## src/rtl/div_unit.sv

```systemverilog
// rtl/div_unit.sv - radix-2 restoring 32-bit divider (divw/divwu/modsw/moduw)
// Quotient/remainder plus ALU-style {lt,gt,eq} CR bits and overflow flag.
module div_unit #(
  parameter int WIDTH = 32,
  parameter int CNT_W = 5
) (
  input  logic             clk,
  input  logic             reset,
  input  logic             start,
  input  logic             is_signed,
  input  logic [WIDTH-1:0] src1,
  input  logic [WIDTH-1:0] src2,
  output logic             busy,
  output logic             done,
  output logic [WIDTH-1:0] result,
  output logic [WIDTH-1:0] remainder,
  output logic [2:0]       cr,
  output logic             ov
);

  typedef enum logic [1:0] {
    IDLE = 2'd0,
    RUN  = 2'd1,
    FIX  = 2'd2,
    DONE = 2'd3
  } state_t;

  localparam logic [WIDTH-1:0] MIN_NEG  = {1'b1, {(WIDTH-1){1'b0}}};
  localparam logic [CNT_W-1:0] LAST_CNT = CNT_W'(WIDTH - 1);

  state_t           state_q;
  logic [CNT_W-1:0] cnt_q;
  logic [WIDTH-1:0] rem_q, quot_q, dvs_q;
  logic             signed_q, neg1_q, neg2_q;
  logic             busy_q, done_q, ov_q;
  logic [WIDTH-1:0] result_q, remainder_q;
  logic [2:0]       cr_q;

  logic             exc;
  logic [WIDTH-1:0] mag1, mag2;
  logic [WIDTH:0]   trial;
  logic             fits;
  logic [WIDTH-1:0] rem_d, quot_d;
  logic [WIDTH-1:0] quot_fin, rem_fin;
  logic [2:0]       cr_fin;

  always_comb begin
    exc      = 1'b0;
    mag1     = src1;
    mag2     = src2;
    trial    = '0;
    fits     = 1'b0;
    rem_d    = rem_q;
    quot_d   = quot_q;
    quot_fin = quot_q;
    rem_fin  = rem_q;
    cr_fin   = 3'b000;

    exc = (src2 == '0) || (is_signed && (src1 == MIN_NEG) && (src2 == '1));
    if (is_signed && src1[WIDTH-1]) mag1 = -src1;
    if (is_signed && src2[WIDTH-1]) mag2 = -src2;

    // rem is always < divisor, so the shifted value needs only one extra bit
    // and the kept difference always fits back into WIDTH bits.
    trial  = {rem_q, quot_q[WIDTH-1]};
    fits   = (trial >= {1'b0, dvs_q});
    rem_d  = fits ? (trial[WIDTH-1:0] - dvs_q) : trial[WIDTH-1:0];
    quot_d = {quot_q[WIDTH-2:0], fits};

    if (signed_q && (neg1_q ^ neg2_q)) quot_fin = -quot_q;
    if (signed_q && neg1_q)            rem_fin  = -rem_q;
    cr_fin = {quot_fin[WIDTH-1], ~quot_fin[WIDTH-1] & (|quot_fin), ~(|quot_fin)};
  end

  always_ff @(posedge clk) begin
    if (reset) begin
      state_q     <= IDLE;
      cnt_q       <= '0;
      rem_q       <= '0;
      quot_q      <= '0;
      dvs_q       <= '0;
      signed_q    <= 1'b0;
      neg1_q      <= 1'b0;
      neg2_q      <= 1'b0;
      busy_q      <= 1'b0;
      done_q      <= 1'b0;
      ov_q        <= 1'b0;
      result_q    <= '0;
      remainder_q <= '0;
      cr_q        <= 3'b000;
    end else begin
      case (state_q)
        IDLE: begin
          if (start) begin
            busy_q <= 1'b1;
            if (exc) begin
              state_q     <= DONE;
              done_q      <= 1'b1;
              result_q    <= '0;
              remainder_q <= '0;
              cr_q        <= 3'b001;
              ov_q        <= 1'b1;
            end else begin
              state_q  <= RUN;
              quot_q   <= mag1;
              dvs_q    <= mag2;
              rem_q    <= '0;
              cnt_q    <= '0;
              signed_q <= is_signed;
              neg1_q   <= src1[WIDTH-1];
              neg2_q   <= src2[WIDTH-1];
            end
          end
        end
        RUN: begin
          rem_q  <= rem_d;
          quot_q <= quot_d;
          cnt_q  <= cnt_q + CNT_W'(1);
          if (cnt_q == LAST_CNT) state_q <= FIX;
        end
        FIX: begin
          state_q     <= DONE;
          done_q      <= 1'b1;
          result_q    <= quot_fin;
          remainder_q <= rem_fin;
          cr_q        <= cr_fin;
          ov_q        <= 1'b0;
        end
        DONE: begin
          state_q <= IDLE;
          done_q  <= 1'b0;
          busy_q  <= 1'b0;
        end
        default: state_q <= IDLE;
      endcase
    end
  end

  assign busy      = busy_q;
  assign done      = done_q;
  assign result    = result_q;
  assign remainder = remainder_q;
  assign cr        = cr_q;
  assign ov        = ov_q;

endmodule

```

## config.mk

```make
export PLATFORM = sky130hd
export DESIGN_NAME = div_unit
export DESIGN_NICKNAME = d
export VERILOG_FILES = /design/src/rtl/div_unit.sv
export SDC_FILE = /design/constraint.sdc
export NUM_CORES = 1
export LEC_CHECK = 0
export ABC_AREA = 1
export CAP_MARGIN = 30
export CORE_ASPECT_RATIO = 0.8
export CORE_MARGIN = 2
export CORE_UTILIZATION = 25
export CTS_BUF_LIST = sky130_fd_sc_hd__clkbuf_8 sky130_fd_sc_hd__clkbuf_16
export CTS_CLUSTER_SIZE = 40
export DETAILED_ROUTE_END_ITERATION = 10
export GPL_TIMING_DRIVEN = 1
export PLACE_DENSITY = 0.41
export SYNTH_ARGS = -nofsm -noshare
export SYNTH_HDL_FRONTEND = slang
export SYNTH_SLANG_ARGS = --single-unit
```

## constraint.sdc

```tcl
create_clock -name clk -period 2.54 [get_ports clk]
set_clock_uncertainty 0.2 [all_clocks]
set_input_delay 0.508 -clock clk [delete_from_list [all_inputs] [get_ports clk]]
set_output_delay 0.508 -clock clk [all_outputs]
set_load 0.01 [all_outputs]
```

# == Yosys cells after proc, flatten, opt, wreduce, memory -nomap -nowiden ==
# Cells that the tools add are included.
# op_classes
n_lt_le_gt_ge,1
n_addsub,6
muxes,31
n_bitwise,5
eq_ne,10
n_reduce_logical,20
# ops
op,count
$mux 32,11
$pmux 32 s2,4
$neg 32->32,4
$eq 32x32->1 const B,2
$ge 33x32->1,1
$logic_not 32->1,1
$reduce_or 32->1,1
$sub 32x32->32,1
$reduce_and 3->1,4
$mux 5,2
$pmux 5 s2,1
$ne 2x2->1 const B,4
$pmux 2 s4,1
$logic_and 1x1->1,6
$mux 2,3
$mux 3,2
$pmux 3 s2,1
$reduce_bool 2->1,3
$add 5x1->5 const B,1
$eq 5x5->1 const B,1
$eq 2x2->1 const B,2
$pmux 1 s2,2
$reduce_and 2->1,2
$mux 1,3
8 further kinds,10
# totals
elab_cells,87
out_inout_bits,70
in_bits,68
register_bits,176

# == Longest topological paths before layout ==
# Gate-level depths: netlist of the first run.
# depth
depth_word,7
mapped_depth,16
depth_no_buf,16

# == Least setup slack after synthesis of the first run ==
# Ideal clock, no wire load.
# synth_path
kind,input port to flip-flop
start,input src2[0]
end,register result_q[1] (netlist: result[1])
n_path_buf,1
required_time_ns,2.270
arrival_time_ns,2.046
stages,13
setup_ns,0.070
slack_ns,0.224
cell_sequence,inv_1 -> ha_1 -> nand4_1 -> nor2_2 -> nand3_1 -> nor2_1 -> nand2_1 -> nand3_2 -> nand2_4 -> nor2_8 -> buf_4 -> nand2_1 -> a21oi_1
# synth_between
elab_chain_cells,5
elab_cells_between_ends,6
classes_between,2 x eq/ne; 4 x reduce/logical
# synth_rtl
element,line,source
"start, declared",12,"input logic [WIDTH-1:0] src2,"
$eq 32x32->1,59,exc = (src2 == '0) || (is_signed && (src1 == MIN_NEG) && (src2 == '1));
$logic_and 1x1->1,59,
$logic_or 1x1->1 *,59,
$ne 2x2->1 (no source line) *,--,
$reduce_and 3->1 (no source line) *,--,
"end signal, assigned",124,result_q <= quot_fin;
"end, declared",36,"logic [WIDTH-1:0] result_q, remainder_q;"
# Every way passes the cells marked *; elsewhere a longest branch is shown, timed or not.
# A chain may end at the register's enable or synchronous reset.

# == Worst setup path in the final report of the first run ==
# layout_path
start,register dvs_q[17]
end,register rem_q[26]
# layout_between
elab_chain_cells,3
elab_cells_between_ends,4
classes_between,1 x add/sub; 1 x order compare; 2 x mux
# layout_rtl
element,line,source
"start, declared",33,"logic [WIDTH-1:0] rem_q, quot_q, dvs_q;"
"start signal, assigned",106,dvs_q <= mag2;
$sub 32x32->32 / $ge 33x32->1 (equally long branches),"67, 66",
$mux 32 *,67,rem_d = fits ? (trial[WIDTH-1:0] - dvs_q) : trial[WIDTH-1:0];
$pmux 32 s2 *,92,case (state_q)
"end signal, assigned",116,rem_q <= rem_d;
"end, declared",33,
# Marks and branches as above.

==> load_flow_metrics.sql, run 1 <==
INSERT INTO impl_metrics (metric_group, metric, value, unit) VALUES
('worst_setup_path', 'reg2regPathDepth', '13', ''),
('drt', 'via_count', '15774', ''),
('yosys', 'synth_cells', '2121', ''),
('yosys', 'yosysSeqAreaShare', '27.1', '%'),
('worst_setup_path', 'crit_cells', '13', ''),
('timing', 'timing.final.max_slew_violations', '0', ''),
('worst_setup_path', 'cp_cell_sequence', 'inv_2 > ha_4 > buf_4 > buf_4 > a21o_1 > a31oi_2 > and2_4 > o21a_1 > nand2_1 > nand2_1 > nand3_2 > nand3_2 > a21oi_1', ''),
('final_layout', 'total_area_of_multi_input_combinational_cells', '9370', 'sq um'),
('final_layout', 'drive_above_1_share', '27.9', '%'),
('yosys', 'synth_largest_area_cell', 'sky130_fd_sc_hd__dfxtp_1', ''),
('drt', 'drtPass1Iterations', '7', ''),
('place', 'dp.final_hpwl', '45500', 'um'),
('final_layout', 'flow.area_growth_from_synthesis', '56.1', '%'),
('yosys', 'synth_top_cells_by_area', 'sky130_fd_sc_hd__dfxtp_1 (27%), sky130_fd_sc_hd__nand2_1 (15%), sky130_fd_sc_hd__nand3_1 (10%), sky130_fd_sc_hd__a21oi_1 (7.9%), sky130_fd_sc_hd__nor2_1 (6.6%)', ''),
('yosys', 'synth-warning-count', '0', ''),
('yosys', 'synth-async-reset-ratio', '0', '%'),
('drt', 'wl', '58500', 'um'),
('yosys', 'postSynthAreaPerCell', '6.09', 'sq um'),
('pwr', 'cellPowerDensity', '942', 'nW/um^2'),
('clock_tree', 'path_clk_slew', '0.07', 'ns'),
('global_route', 'grtUsageTotal', '21.0', '%'),
('timing', 'timing.final.crit_share', '97.2', '%'),
('worst_hold_path', 'hold_class', 'flip-flop to flip-flop', ''),
('worst_setup_path', 'worstReg2RegEnd', 'rem_q[26]$_SDFFE_PP0P_', ''),
('worst_setup_path', 'path_max_fanout', '3', ''),
('clock_tree', 'cts.sink_count', '175', ''),
('worst_setup_path', 'regToRegSetupSlack', '0.07', 'ns'),
('clock_tree', 'htree_num_levels', '4', ''),
('worst_setup_path', 'cpMaxStageDelayCell', 'sky130_fd_sc_hd__dfxtp_1', ''),
('yosys', 'synth_fp_nets', '2234', ''),
('global_route', 'globalRouteOverflowTotal', '0', ''),
('drt', 'detail_route.drc_violations', '0', ''),
('yosys', 'postSynthRegisterBits', '175', ''),
('die', 'design.portCount', '138', ''),
('final_layout', 'utilization', '39.5', '%'),
('yosys', 'synth_edf_count', '0', ''),
('die', 'rows', '74', ''),
('timing', 'fin_ws', '0.0708', 'ns'),
('yosys', 'synth.cell_area', '12900', 'sq um'),
('yosys', 'synth.lib_cells_used.distinct', '44', ''),
('worst_setup_path', 'slowest_delay', '0.36', 'ns'),
('place', 'portBuffers', '137', ''),
('clock_tree', 'cts_tree', 'yes', ''),
('yosys', 'post-synth-top-area-fraction', '27.1', '%'),
('worst_setup_path', 'critPathLaunch', 'dvs_q[17]$_SDFFE_PP0P_', ''),
('final_layout', 'regArea', '3530', 'sq um'),
('outcome', 'outcome', 'completed', ''),
('timing', 'hold_violations', '0', ''),
('final_layout', 'num_antenna_cells', '0', ''),
('job', 'drv.max_cap_violation_count', '0', ''),
('final_layout', 'fillCellCount', '5408', ''),
('drt', 'postRouteAntennaNets', '0', ''),
('timing', 'worstMarginPinSlew', '0.675', 'ns'),
('timing', 'rsz_0062_raised_after_global_routing', 'yes', ''),
('timing', 'maxSlewHeadroom', '55.0', '%'),
('worst_setup_path', 'worst_path_dominant_cell_family', 'compound AO/OA/AOI/OAI gates', ''),
('worst_setup_path', 'worst-path-buf-inv', '3', ''),
('worst_setup_path', 'required', '2.65', 'ns'),
('worst_setup_path', 'setup.worst_path.end', 'rem_q[26]$_SDFFE_PP0P_', ''),
('place', 'placement.setup.worst_slack', '-0.676', 'ns'),
('place', 'gp_congestion', '0.874', ''),
('clock_tree', 'cts.path.max_buffers', '2', ''),
('worst_setup_path', 'critical_path.startpoint_type', 'flip-flop', ''),
('clock_tree', 'number_of_buffers_created_by_cts', '17', ''),
('timing', 'finalSetupTns', '0', 'ns'),
('die', 'core-area', '51000', 'sq um'),
('pwr', 'leakagePower', '0.00919', 'uW'),
('clock_tree', 'clk-insertion-delay-late', '0.45', 'ns'),
('global_route', 'grt_pass1_wl', '87600', 'um'),
('die', 'starting_density', '25.3', '%'),
('worst_setup_path', 'criticalPathCategory', 'flip-flop to flip-flop', '');
-- power breakdown --
group	internal, uW	switching [uW]	leakage, uW
Combinational	5160	6990	0.00745
Clock	1680	1250	0.000314
Sequential	3300	623	0.00143
Total	10100	8870	0.00919
-- registers in the layout (all words and copies together), names as in the netlist --
register,count
neg1_q,1
signed_q,1
dvs_q,32
rem_q,32
cr,2
done,1
cnt_q,5
state_q,2
quot_q,32
result,32
neg2_q,1
busy,1
remainder,32
ov,1
-- worst min path at each step --
stage               depth (start not counted)                       to                     from
floorplan                                   2    dvs_q[2]$_SDFFE_PP0P_    dvs_q[2]$_SDFFE_PP0P_
global placement                            2   result[6]$_SDFFE_PP0P_   result[6]$_SDFFE_PP0P_
detailed placement                          2   result[1]$_SDFFE_PP0P_   result[1]$_SDFFE_PP0P_
CTS                                         2   result[1]$_SDFFE_PP0P_   result[1]$_SDFFE_PP0P_
global route                                2  result[30]$_SDFFE_PP0P_  result[30]$_SDFFE_PP0P_
finish                                      2   result[1]$_SDFFE_PP0P_   result[1]$_SDFFE_PP0P_
-- cell families (layout without fill, tap and decap cells) --
logic type / count (synthesis) / count (layout) / synth area share, %
flops: 175 / 175 / 27.1
fa+ha+maj: 45 / 45 / 4.42
xor+xnor: 81 / 81 / 5.49
compound gates: 394 / 394 / 16.4
simple gates: 1111 / 1111 / 36.9
buf+inv: 315 / 793 / 9.70
-- timing repair --
action / CTS / global route
gates resized for setup: 120 / 284
hold buffers: 0 / 0
pin swaps: 27 / 79
setup buffers: 14 / 15
cloned: 3 / 8
setup endpoints to repair: 172 / 172
-- cell type report --
class                   count  share of cell area [%]
repair buffers            536                    24.3
clock inverters            14                   0.937
multi-input cells        1631                    46.5
clock buffers              18                    2.18
inverters                 225                    4.31
flip-flops and latches    175                    17.5
well taps                 684                    4.24
-- cells in the final DEF (no fill, tap or decap), types with 8 or more instances in the layout --
cell,n
sky130_fd_sc_hd__o21ai_1,22
sky130_fd_sc_hd__buf_4,360
sky130_fd_sc_hd__ha_1,12
sky130_fd_sc_hd__o21ai_0,96
sky130_fd_sc_hd__o21ai_2,16
sky130_fd_sc_hd__clkbuf_16,24
sky130_fd_sc_hd__nor2_4,9
sky130_fd_sc_hd__nor2_2,33
sky130_fd_sc_hd__xnor2_1,19
sky130_fd_sc_hd__nand3_2,26
sky130_fd_sc_hd__a21oi_1,181
sky130_fd_sc_hd__nand4_1,27
sky130_fd_sc_hd__dlygate4sd2_1,8
sky130_fd_sc_hd__nand3_1,239
sky130_fd_sc_hd__dfxtp_1,156
sky130_fd_sc_hd__nor2_1,187
sky130_fd_sc_hd__nand2_2,33
sky130_fd_sc_hd__clkdlybuf4s50_1,101
sky130_fd_sc_hd__nand2_1,475
sky130_fd_sc_hd__buf_12,19
sky130_fd_sc_hd__dlymetal6s2s_1,27
sky130_fd_sc_hd__nor3_2,12
sky130_fd_sc_hd__xor2_1,59
sky130_fd_sc_hd__dfxtp_2,18
sky130_fd_sc_hd__inv_2,43
sky130_fd_sc_hd__o211ai_1,12
sky130_fd_sc_hd__ha_4,29
sky130_fd_sc_hd__inv_1,176
sky130_fd_sc_hd__buf_6,8
sky130_fd_sc_hd__nand3b_1,11
sky130_fd_sc_hd__a21oi_2,24
sky130_fd_sc_hd__nor3_1,25
-- layer usage --
layer  vias to the layer above  global-route usage (%)  share of wire [%]
met5                         -                       0                  0
met4                         0                    3.21               0.77
met3                        20                    2.97                4.7
met2                       351                    29.8                 41
met1                      7464                    33.5                 54
li1                       7939                       -                  -
-- tightest hold or removal path: cells and delay by family (launching register included) --
kind             cells  cell delay [ns]
flip-flops           1             0.31
AND/OR/NAND/NOR      1             0.06
AO/OA/AOI/OAI        1             0.05
-- stage by stage --
| stage | cell area, sq um | cells |
|---|---|---|
| global route | 20200 | 3283 |
| global placement | 17700 | 3211 |
| CTS | 18900 | 3260 |
| detailed placement | 17700 | 3211 |
| floorplan | 12900 | 2121 |
| finish | 20200 | 3283 |
-- synthesized netlist by cell type (2+ instances only) --
master	count
sky130_fd_sc_hd__o211ai_1	12
sky130_fd_sc_hd__nand2_2	2
sky130_fd_sc_hd__buf_4	9
sky130_fd_sc_hd__a31oi_1	8
sky130_fd_sc_hd__a211oi_1	3
sky130_fd_sc_hd__inv_2	6
sky130_fd_sc_hd__and3_1	2
sky130_fd_sc_hd__xor2_1	61
sky130_fd_sc_hd__o21ai_0	134
sky130_fd_sc_hd__a21oi_1	205
sky130_fd_sc_hd__nand3b_1	11
sky130_fd_sc_hd__nor3_2	2
sky130_fd_sc_hd__xnor2_1	20
sky130_fd_sc_hd__o21a_1	5
sky130_fd_sc_hd__o21bai_1	6
sky130_fd_sc_hd__nor3_1	38
sky130_fd_sc_hd__nand2_1	510
sky130_fd_sc_hd__dfxtp_1	175
sky130_fd_sc_hd__a21o_1	7
sky130_fd_sc_hd__ha_1	44
sky130_fd_sc_hd__buf_2	23
sky130_fd_sc_hd__nor2_1	226
sky130_fd_sc_hd__a22oi_1	2
sky130_fd_sc_hd__or2_2	5
sky130_fd_sc_hd__nor4_1	9
sky130_fd_sc_hd__inv_1	218
sky130_fd_sc_hd__a21boi_0	2
sky130_fd_sc_hd__o211a_1	6
sky130_fd_sc_hd__nand3_1	271
sky130_fd_sc_hd__clkbuf_1	57
sky130_fd_sc_hd__nand4_1	27
sky130_fd_sc_hd__nor2_2	3
Note: power is estimated with default switching activity, not from simulation.
==> run 2, diff against run 1 <==
--- a/config.mk
+++ b/config.mk
@@ -8,7 +8,6 @@
 export ABC_AREA = 1
 export CAP_MARGIN = 30
 export CORE_ASPECT_RATIO = 0.8
-export CORE_MARGIN = 2
 export CORE_UTILIZATION = 25
 export CTS_BUF_LIST = sky130_fd_sc_hd__clkbuf_8 sky130_fd_sc_hd__clkbuf_16
 export CTS_CLUSTER_SIZE = 40
==> load_flow_metrics.sql, run 2 (synthesis results as in run 1) <==
INSERT INTO impl_metrics (metric_group, metric, value, unit) VALUES
('die', 'core-area', '51000', 'sq um'),
('global_route', 'initial_antenna_violation_count', '1', ''),
('timing', 'worstMarginPinSlew', '0.519', 'ns'),
('clock_tree', 'cts.path.max_buffers', '2', ''),
('timing', 'hold_violations', '0', ''),
('clock_tree', 'cts.sink_count', '175', ''),
('final_layout', 'flow.area_growth_from_synthesis', '54.0', '%'),
('clock_tree', 'htree_num_levels', '4', ''),
('drt', 'drtPass1Iterations', '7', ''),
('place', 'gp_congestion', '0.868', ''),
('drt', 'routed-wl-met3', '3160', 'um'),
('outcome', 'outcome', 'completed', ''),
('worst_hold_path', 'hold_class', 'input port to flip-flop', ''),
('pwr', 'leakagePower', '0.00913', 'uW'),
('timing', 'rsz_0062_raised_after_global_routing', 'yes', ''),
('worst_setup_path', 'regToRegStartpoint', 'dvs_q[0]$_SDFFE_PP0P_', ''),
('worst_setup_path', 'cp_cell_sequence', 'ha_4 > inv_2 > fa_2 > nand2_2 > nand2_4 > buf_6 > nand2_4 > nand3_4 > a21o_4 > buf_6 > xnor2_2 > nand2_1 > nand3_1 > a21oi_2', ''),
('timing', 'timing.hold.ws', '0.188', 'ns'),
('global_route', 'grt_pass1_wl', '86100', 'um'),
('die', 'die_w', '256', 'um'),
('final_layout', 'layout.cells.most_common', 'sky130_fd_sc_hd__nand2_1', ''),
('place', 'dp.final_hpwl', '44900', 'um'),
('worst_setup_path', 'reg2regPathDepth', '14', ''),
('final_layout', 'utilization', '39.0', '%'),
('drt', 'postRouteAntennaNets', '0', ''),
('worst_setup_path', 'cpMaxStageDelayCell', 'sky130_fd_sc_hd__dfxtp_4', ''),
('final_layout', 'drive_above_1_share', '26.7', '%'),
('drt', 'routed_wire_length_per_instance', '17.7', 'um'),
('worst_setup_path', 'slowest_delay', '0.40', 'ns'),
('timing', 'maxSlewHeadroom', '65.4', '%'),
('global_route', 'largest_net_degree_at_the_start_of_global_routing', '78', ''),
('worst_setup_path', 'critical_path.startpoint_type', 'flip-flop', ''),
('global_route', 'grtUsageTotal', '21.3', '%'),
('worst_setup_path', 'critPathCaptureType', 'flip-flop', ''),
('worst_setup_path', 'criticalPathCategory', 'flip-flop to flip-flop', ''),
('worst_setup_path', 'path_max_fanout', '3', ''),
('die', 'design.portCount', '138', ''),
('drt', 'via_count', '15727', ''),
('clock_tree', 'number_of_buffers_created_by_cts', '17', ''),
('final_layout', 'post-route-cell-area', '19900', 'sq um'),
('pwr', 'vdd_ir_drop_max', '0.589', 'mV'),
('global_route', 'globalRouteOverflowTotal', '0', ''),
('die', 'rows', '74', ''),
('drt', 'wl', '57800', 'um'),
('die', 'die_height', '205', 'um'),
('timing', 'final_period_minus_worst_setup_slack', '2.46', 'ns'),
('clock_tree', 'postCtsHoldBufs', '0', ''),
('drt', 'detail_route.drc_violations', '0', ''),
('worst_setup_path', 'worstReg2RegEnd', 'rem_q[12]$_SDFFE_PP0P_', ''),
('drt', 'drtIter0Drc', '1182', ''),
('worst_hold_path', 'hold_path.startpoint', 'reset', ''),
('die', 'die_area', '52600', 'sq um'),
('drt', 'metal_1_wl', '31100', 'um'),
('timing', 'achievable-frequency', '407', 'MHz'),
('worst_hold_path', 'worst_hold_path.endpoint', 'dvs_q[6]$_SDFFE_PP0P_', ''),
('place', 'dpl_cell_area', '17500', 'sq um'),
('job', 'drv.max_cap_violation_count', '0', ''),
('clock_tree', 'path_clk_slew', '0.08', 'ns'),
('global_route', 'via_count_of_the_first_global_routing_pass', '14672', ''),
('worst_setup_path', 'regToRegSetupSlack', '0.08', 'ns'),
('pwr', 'cellPowerDensity', '931', 'nW/um^2'),
('drt', 'vias_per_cell', '4.81', ''),
('timing', 'timing.final.max_slew_violations', '0', ''),
('place', 'portBuffers', '137', ''),
('final_layout', 'design.final.nets', '2689', ''),
('clock_tree', 'cts-root-buf', 'sky130_fd_sc_hd__clkbuf_16', ''),
('timing', 'setup_viol_count_final', '0', ''),
('worst_setup_path', 'critPathArrivalTime', '2.61', 'ns'),
('worst_setup_path', 'required', '2.69', 'ns'),
('worst_hold_path', 'whs_path_depth', '2', ''),
('clock_tree', 'clk-insertion-delay-late', '0.48', 'ns'),
('drt', 'met2RoutedLength', '22900', 'um'),
('clock_tree', 'cts_tree', 'yes', ''),
('timing', 'timing.final.crit_share', '96.7', '%'),
('drt', 'top_signal_layer_used', 'met4', ''),
('final_layout', 'layout_common_cells', 'sky130_fd_sc_hd__nand2_1 (478), sky130_fd_sc_hd__buf_4 (354), sky130_fd_sc_hd__nand3_1 (245)', ''),
('die', 'starting_density', '25.3', '%');
[run 2: cell types whose count changed in the layout (fill, tap and decap cells not counted), sizes merged]
cell           previous run  this run
inv                     227       225
clkbuf                   25        29
clkinv                    7        10
buf                     393       381
clkdlybuf4s50           101        90
dlygate4sd2               8        10
diode                     0         1
dlymetal6s2s             27        34
bufinv                    4         2
[run 2: per-stage QoR]
step	TNS [ns]	setup WS [ns]	total power (uW)	std cells
4_1_cts	-0.0231	-0.0144	17100	3247
6_report	0	0.0843	18500	3273
2_1_floorplan	0	0.224	9310	2121
3_3_place_gp	-111.80	-0.738	14000	3203
5_1_grt	-0.230	-0.0500	19900	3272
3_5_place_dp	-116.15	-0.769	14000	3203
[run 2: worst max-delay path: cells and delay by family, from the launching register on]
kind,cells,cell delay [ns]
flops,1,0.40
buf+inv,3,0.29
xor+xnor,1,0.15
fa+ha+maj,2,0.54
simple gates,6,0.45
compound gates,2,0.30
[run 2: how the worst max path moves through the flow]
| stage | end | depth (start not counted) | slack, ns | startpoint |
|---|---|---|---|---|
| after detailed placement | dvs_q[25]$_SDFFE_PP0P_ | 13 | -0.77 | src2[9] |
| after floorplan | result[1]$_SDFFE_PP0P_ | 13 | 0.22 | src2[0] |
| after global routing | rem_q[29]$_SDFFE_PP0P_ | 13 | -0.05 | dvs_q[11]$_SDFFE_PP0P_ |
| final | rem_q[12]$_SDFFE_PP0P_ | 14 | 0.08 | dvs_q[0]$_SDFFE_PP0P_ |
| after global placement | dvs_q[28]$_SDFFE_PP0P_ | 13 | -0.74 | src2[9] |
| after CTS | result[12]$_SDFFE_PP0P_ | 16 | -0.01 | src2[12] |
[run 2: report_power, final]
group	internal, uW	switching (uW)	total [uW]
combinational	4960	6920	11900
clock	1470	1270	2740
sequential	3290	607	3900
[run 2: final cells by class]
class	instances	area, sq um
inverter	225	860
multi-input combinational	1631	9280
sequential	175	3530
antenna	1	2.50
tap	684	856
fill	5492	31100
timing repair buffer	526	4780
clock inverter	13	140
clock buffer	18	439
[run 2: metal layers]
metal	track usage [%]	vias up
met2	29.6	370
met3	3.52	35
met4	3.91	0
met5	0	-
li1	-	7922
met1	33.5	7400
[run 2: repair_timing]
action	CTS	global route
cloned	3	9
setup endpoints to repair	171	171
pin swaps	15	84
resized for setup	111	278
buffers inserted	10	17
==> run 3, diff against run 2 <==
--- a/config.mk
+++ b/config.mk
@@ -8,6 +8,7 @@
 export ABC_AREA = 1
 export CAP_MARGIN = 30
 export CORE_ASPECT_RATIO = 0.8
+export CORE_MARGIN = 5
 export CORE_UTILIZATION = 25
 export CTS_BUF_LIST = sky130_fd_sc_hd__clkbuf_8 sky130_fd_sc_hd__clkbuf_16
 export CTS_CLUSTER_SIZE = 40
==> load_flow_metrics.sql, run 3 (synthesis results as in run 1) <==
INSERT INTO impl_metrics (metric_group, metric, value, unit) VALUES
('worst_setup_path', 'worst_path_dominant_cell_family', 'buffers and inverters', ''),
('timing', 'final_period_minus_worst_setup_slack', '2.52', 'ns'),
('timing', 'finalSetupTns', '0', 'ns'),
('worst_setup_path', 'setup.worst_path.end', 'rem_q[24]$_SDFFE_PP0P_', ''),
('drt', 'drtPass1Iterations', '5', ''),
('pwr', 'intPower', '10000', 'uW'),
('drt', 'drtIter0Drc', '1278', ''),
('pwr', 'p_clk_share', '15.2', '%'),
('die', 'core-area', '51100', 'sq um'),
('clock_tree', 'htree_num_levels', '4', ''),
('clock_tree', 'cts.path.max_buffers', '2', ''),
('clock_tree', 'number_of_buffers_created_by_cts', '17', ''),
('global_route', 'globalRouteOverflowTotal', '0', ''),
('drt', 'routed_wire_length_per_instance', '18.0', 'um'),
('clock_tree', 'cts-root-buf', 'sky130_fd_sc_hd__clkbuf_16', ''),
('global_route', 'grt_pass1_wl', '87200', 'um'),
('clock_tree', 'clk-insertion-delay-late', '0.47', 'ns'),
('die', 'die_area', '56300', 'sq um'),
('drt', 'postRouteAntennaNets', '0', ''),
('final_layout', 'layout_common_cells', 'sky130_fd_sc_hd__nand2_1 (482), sky130_fd_sc_hd__buf_4 (379), sky130_fd_sc_hd__nand3_1 (241)', ''),
('global_route', 'initial_antenna_violation_count', '1', ''),
('global_route', 'largest_net_degree_at_the_start_of_global_routing', '80', ''),
('worst_setup_path', 'worst-path-buf-inv', '7', ''),
('worst_setup_path', 'critical_path.startpoint_type', 'input port', ''),
('drt', 'wl', '59600', 'um'),
('timing', 'hold_violations', '0', ''),
('place', 'place_inst', '3226', ''),
('worst_setup_path', 'regToRegSetupSlack', '0.09', 'ns'),
('worst_hold_path', 'hold_class', 'input port to flip-flop', ''),
('pwr', 'cellPowerDensity', '936', 'nW/um^2'),
('die', 'die_w', '264', 'um'),
('final_layout', 'fillCellCount', '5487', ''),
('place', 'gp_congestion', '0.911', ''),
('die', 'rows', '74', ''),
('drt', 'detail_route.drc_violations', '0', ''),
('pwr', 'vdd_ir_drop_max', '0.452', 'mV'),
('worst_setup_path', 'reg2regPathDepth', '14', ''),
('timing', 'setup_viol_count_final', '0', ''),
('drt', 'vias_per_cell', '4.81', ''),
('global_route', 'via_count_of_the_first_global_routing_pass', '14797', ''),
('final_layout', 'flow.area_growth_from_synthesis', '56.2', '%'),
('pwr', 'leakagePower', '0.00926', 'uW'),
('die', 'starting_density', '25.3', '%'),
('clock_tree', 'path_clk_slew', '0.08', 'ns'),
('pwr', 'power.switching', '8860', 'uW'),
('timing', 'rsz_0062_raised_after_global_routing', 'yes', ''),
('pwr', 'pwr-share-comb', '64.2', '%'),
('outcome', 'outcome', 'completed', ''),
('worst_setup_path', 'slowest_delay', '0.43', 'ns'),
('worst_setup_path', 'cpMaxStageDelayCell', 'sky130_fd_sc_hd__clkdlybuf4s50_1', ''),
('final_layout', 'regArea', '3530', 'sq um'),
('place', 'placement.setup.worst_slack', '-0.692', 'ns'),
('final_layout', 'drive_above_1_share', '27.2', '%'),
('worst_setup_path', 'required', '2.68', 'ns'),
('timing', 'fin_ws', '0.0243', 'ns'),
('place', 'portBuffers', '137', ''),
('worst_setup_path', 'crit_cells', '13', ''),
('die', 'design.portCount', '138', ''),
('timing', 'timing.final.max_slew_violations', '0', ''),
('pwr', 'sw_frac_of_total', '46.9', '%'),
('pwr', 'power_consumption', '18900', 'uW'),
('worst_hold_path', 'hold_path.startpoint', 'reset', ''),
('final_layout', 'total_area_of_multi_input_combinational_cells', '9240', 'sq um'),
('pwr', 'seqPwrFrac', '20.6', '%'),
('worst_setup_path', 'worstReg2RegEnd', 'rem_q[11]$_SDFFE_PP0P_', ''),
('timing', 'timing.final.crit_share', '99.0', '%'),
('worst_setup_path', 'worst_path_most_repeated_cell', 'sky130_fd_sc_hd__buf_4', ''),
('worst_setup_path', 'criticalPathCategory', 'input port to flip-flop', ''),
('timing', 'maxSlewHeadroom', '61.6', '%'),
('drt', 'via_count', '15897', ''),
('clock_tree', 'cts_tree', 'yes', ''),
('worst_setup_path', 'critPathCaptureType', 'flip-flop', ''),
('worst_setup_path', 'path_max_fanout', '8', ''),
('job', 'drv.max_cap_violation_count', '0', ''),
('global_route', 'grtUsageTotal', '19.7', '%'),
('clock_tree', 'cts.sink_count', '175', ''),
('place', 'dp.final_hpwl', '46400', 'um'),
('worst_setup_path', 'regToRegStartpoint', 'dvs_q[6]$_SDFFE_PP0P_', ''),
('worst_setup_path', 'cp_cell_sequence', 'clkdlybuf4s50_1 > buf_4 > nor4_4 > buf_4 > nand4_1 > buf_4 > buf_4 > nand3_2 > a21oi_4 > buf_12 > clkbuf_16 > nand3_1 > a21oi_1', ''),
('worst_setup_path', 'critPathArrivalTime', '2.65', 'ns'),
('final_layout', 'design.final.nets', '2720', ''),
('final_layout', 'layout.cells.most_common', 'sky130_fd_sc_hd__nand2_1', ''),
('die', 'die_height', '213', 'um'),
('timing', 'timing.hold.ws', '0.131', 'ns'),
('timing', 'worstMarginPinSlew', '0.575', 'ns'),
('worst_setup_path', 'critPathLaunch', 'src2[26]', ''),
('timing', 'achievable-frequency', '397', 'MHz'),
('final_layout', 'final_cells', '3305', '');
run 3: cell count changes in the layout (fill, tap and decap cells not counted), moves of 4 or more:
cell                              previous run  this run
sky130_fd_sc_hd__nand3_2                    24        28
sky130_fd_sc_hd__inv_1                     177       184
sky130_fd_sc_hd__buf_4                     354       379
sky130_fd_sc_hd__buf_12                     14        19
sky130_fd_sc_hd__nand3_1                   245       241
sky130_fd_sc_hd__o21ai_1                    29        11
sky130_fd_sc_hd__dlygate4sd2_1              10         6
sky130_fd_sc_hd__o21ai_0                    98       115
sky130_fd_sc_hd__nand2_1                   478       482
sky130_fd_sc_hd__clkdlybuf4s50_1            90       104
sky130_fd_sc_hd__dlymetal6s2s_1             34        26
run 3: worst min path at each step:
stage,to,slack (ns),cells after the start
floorplan,dvs_q[2]$_SDFFE_PP0P_,0.23,2
global placement,result[2]$_SDFFE_PP0P_,0.25,2
detailed placement,result[1]$_SDFFE_PP0P_,0.26,2
CTS,state_q[1]$_SDFFE_PP0P_,0.11,2
global route,remainder[29]$_SDFFE_PP0P_,0.11,2
finish,state_q[1]$_SDFFE_PP0P_,0.13,2
run 3: power by group through the flow:
stage / registers [uW] / logic [uW] / clock network, uW
3_3_place_gp: 3870 / 10300 / 0
6_report: 3890 / 12100 / 2870
3_5_place_dp: 3870 / 10300 / 0
4_1_cts: 3830 / 10800 / 2930
5_1_grt: 3940 / 13200 / 3040
2_1_floorplan: 3730 / 5580 / 0
run 3: cell type report:
| type | count | share of cell area (%) |
|---|---|---|
| clock buffers | 20 | 2.31 |
| flip-flops and latches | 175 | 17.5 |
| clock inverters | 12 | 0.781 |
| multi-input cells | 1631 | 45.8 |
| repair buffers | 557 | 25.1 |
| diodes | 1 | 0.0124 |
| inverters | 225 | 4.21 |
| well taps | 684 | 4.24 |
run 3: worst reg2reg max path, delay by kind of cell (launching register included):
family | cells | cell delay (ns)
simple gates | 6 | 0.54
compound gates | 4 | 0.63
buf+inv | 3 | 0.43
flops | 1 | 0.32
fa+ha+maj | 1 | 0.24
run 3: what timing repair did:
item / 4_1_cts / 5_1_grt
hold buffers: 0 / 0
pin swaps: 30 / 72
resized for setup: 104 / 233
buffers inserted: 16 / 19
cloned: 2 / 10
setup endpoints to repair: 118 / 172
run 3: metrics by stage:
step / cell area, sq um / util, %
final: 20200 / 39.5
after global routing: 20200 / 39.5
after CTS: 19000 / 37.1
after detailed placement: 17800 / 34.7
after global placement: 17800 / 34.7
after floorplan: 12900 / -
run 3: routing by layer:
| layer | wire length, um | track usage, % | vias up |
|---|---|---|---|
| li1 | - | - | 7977 |
| met5 | 0 | 0 | - |
| met3 | 2890 | 2.53 | 25 |
| met2 | 24300 | 28.1 | 405 |
| met1 | 32000 | 31.9 | 7490 |
| met4 | 450 | 2.76 | 0 |
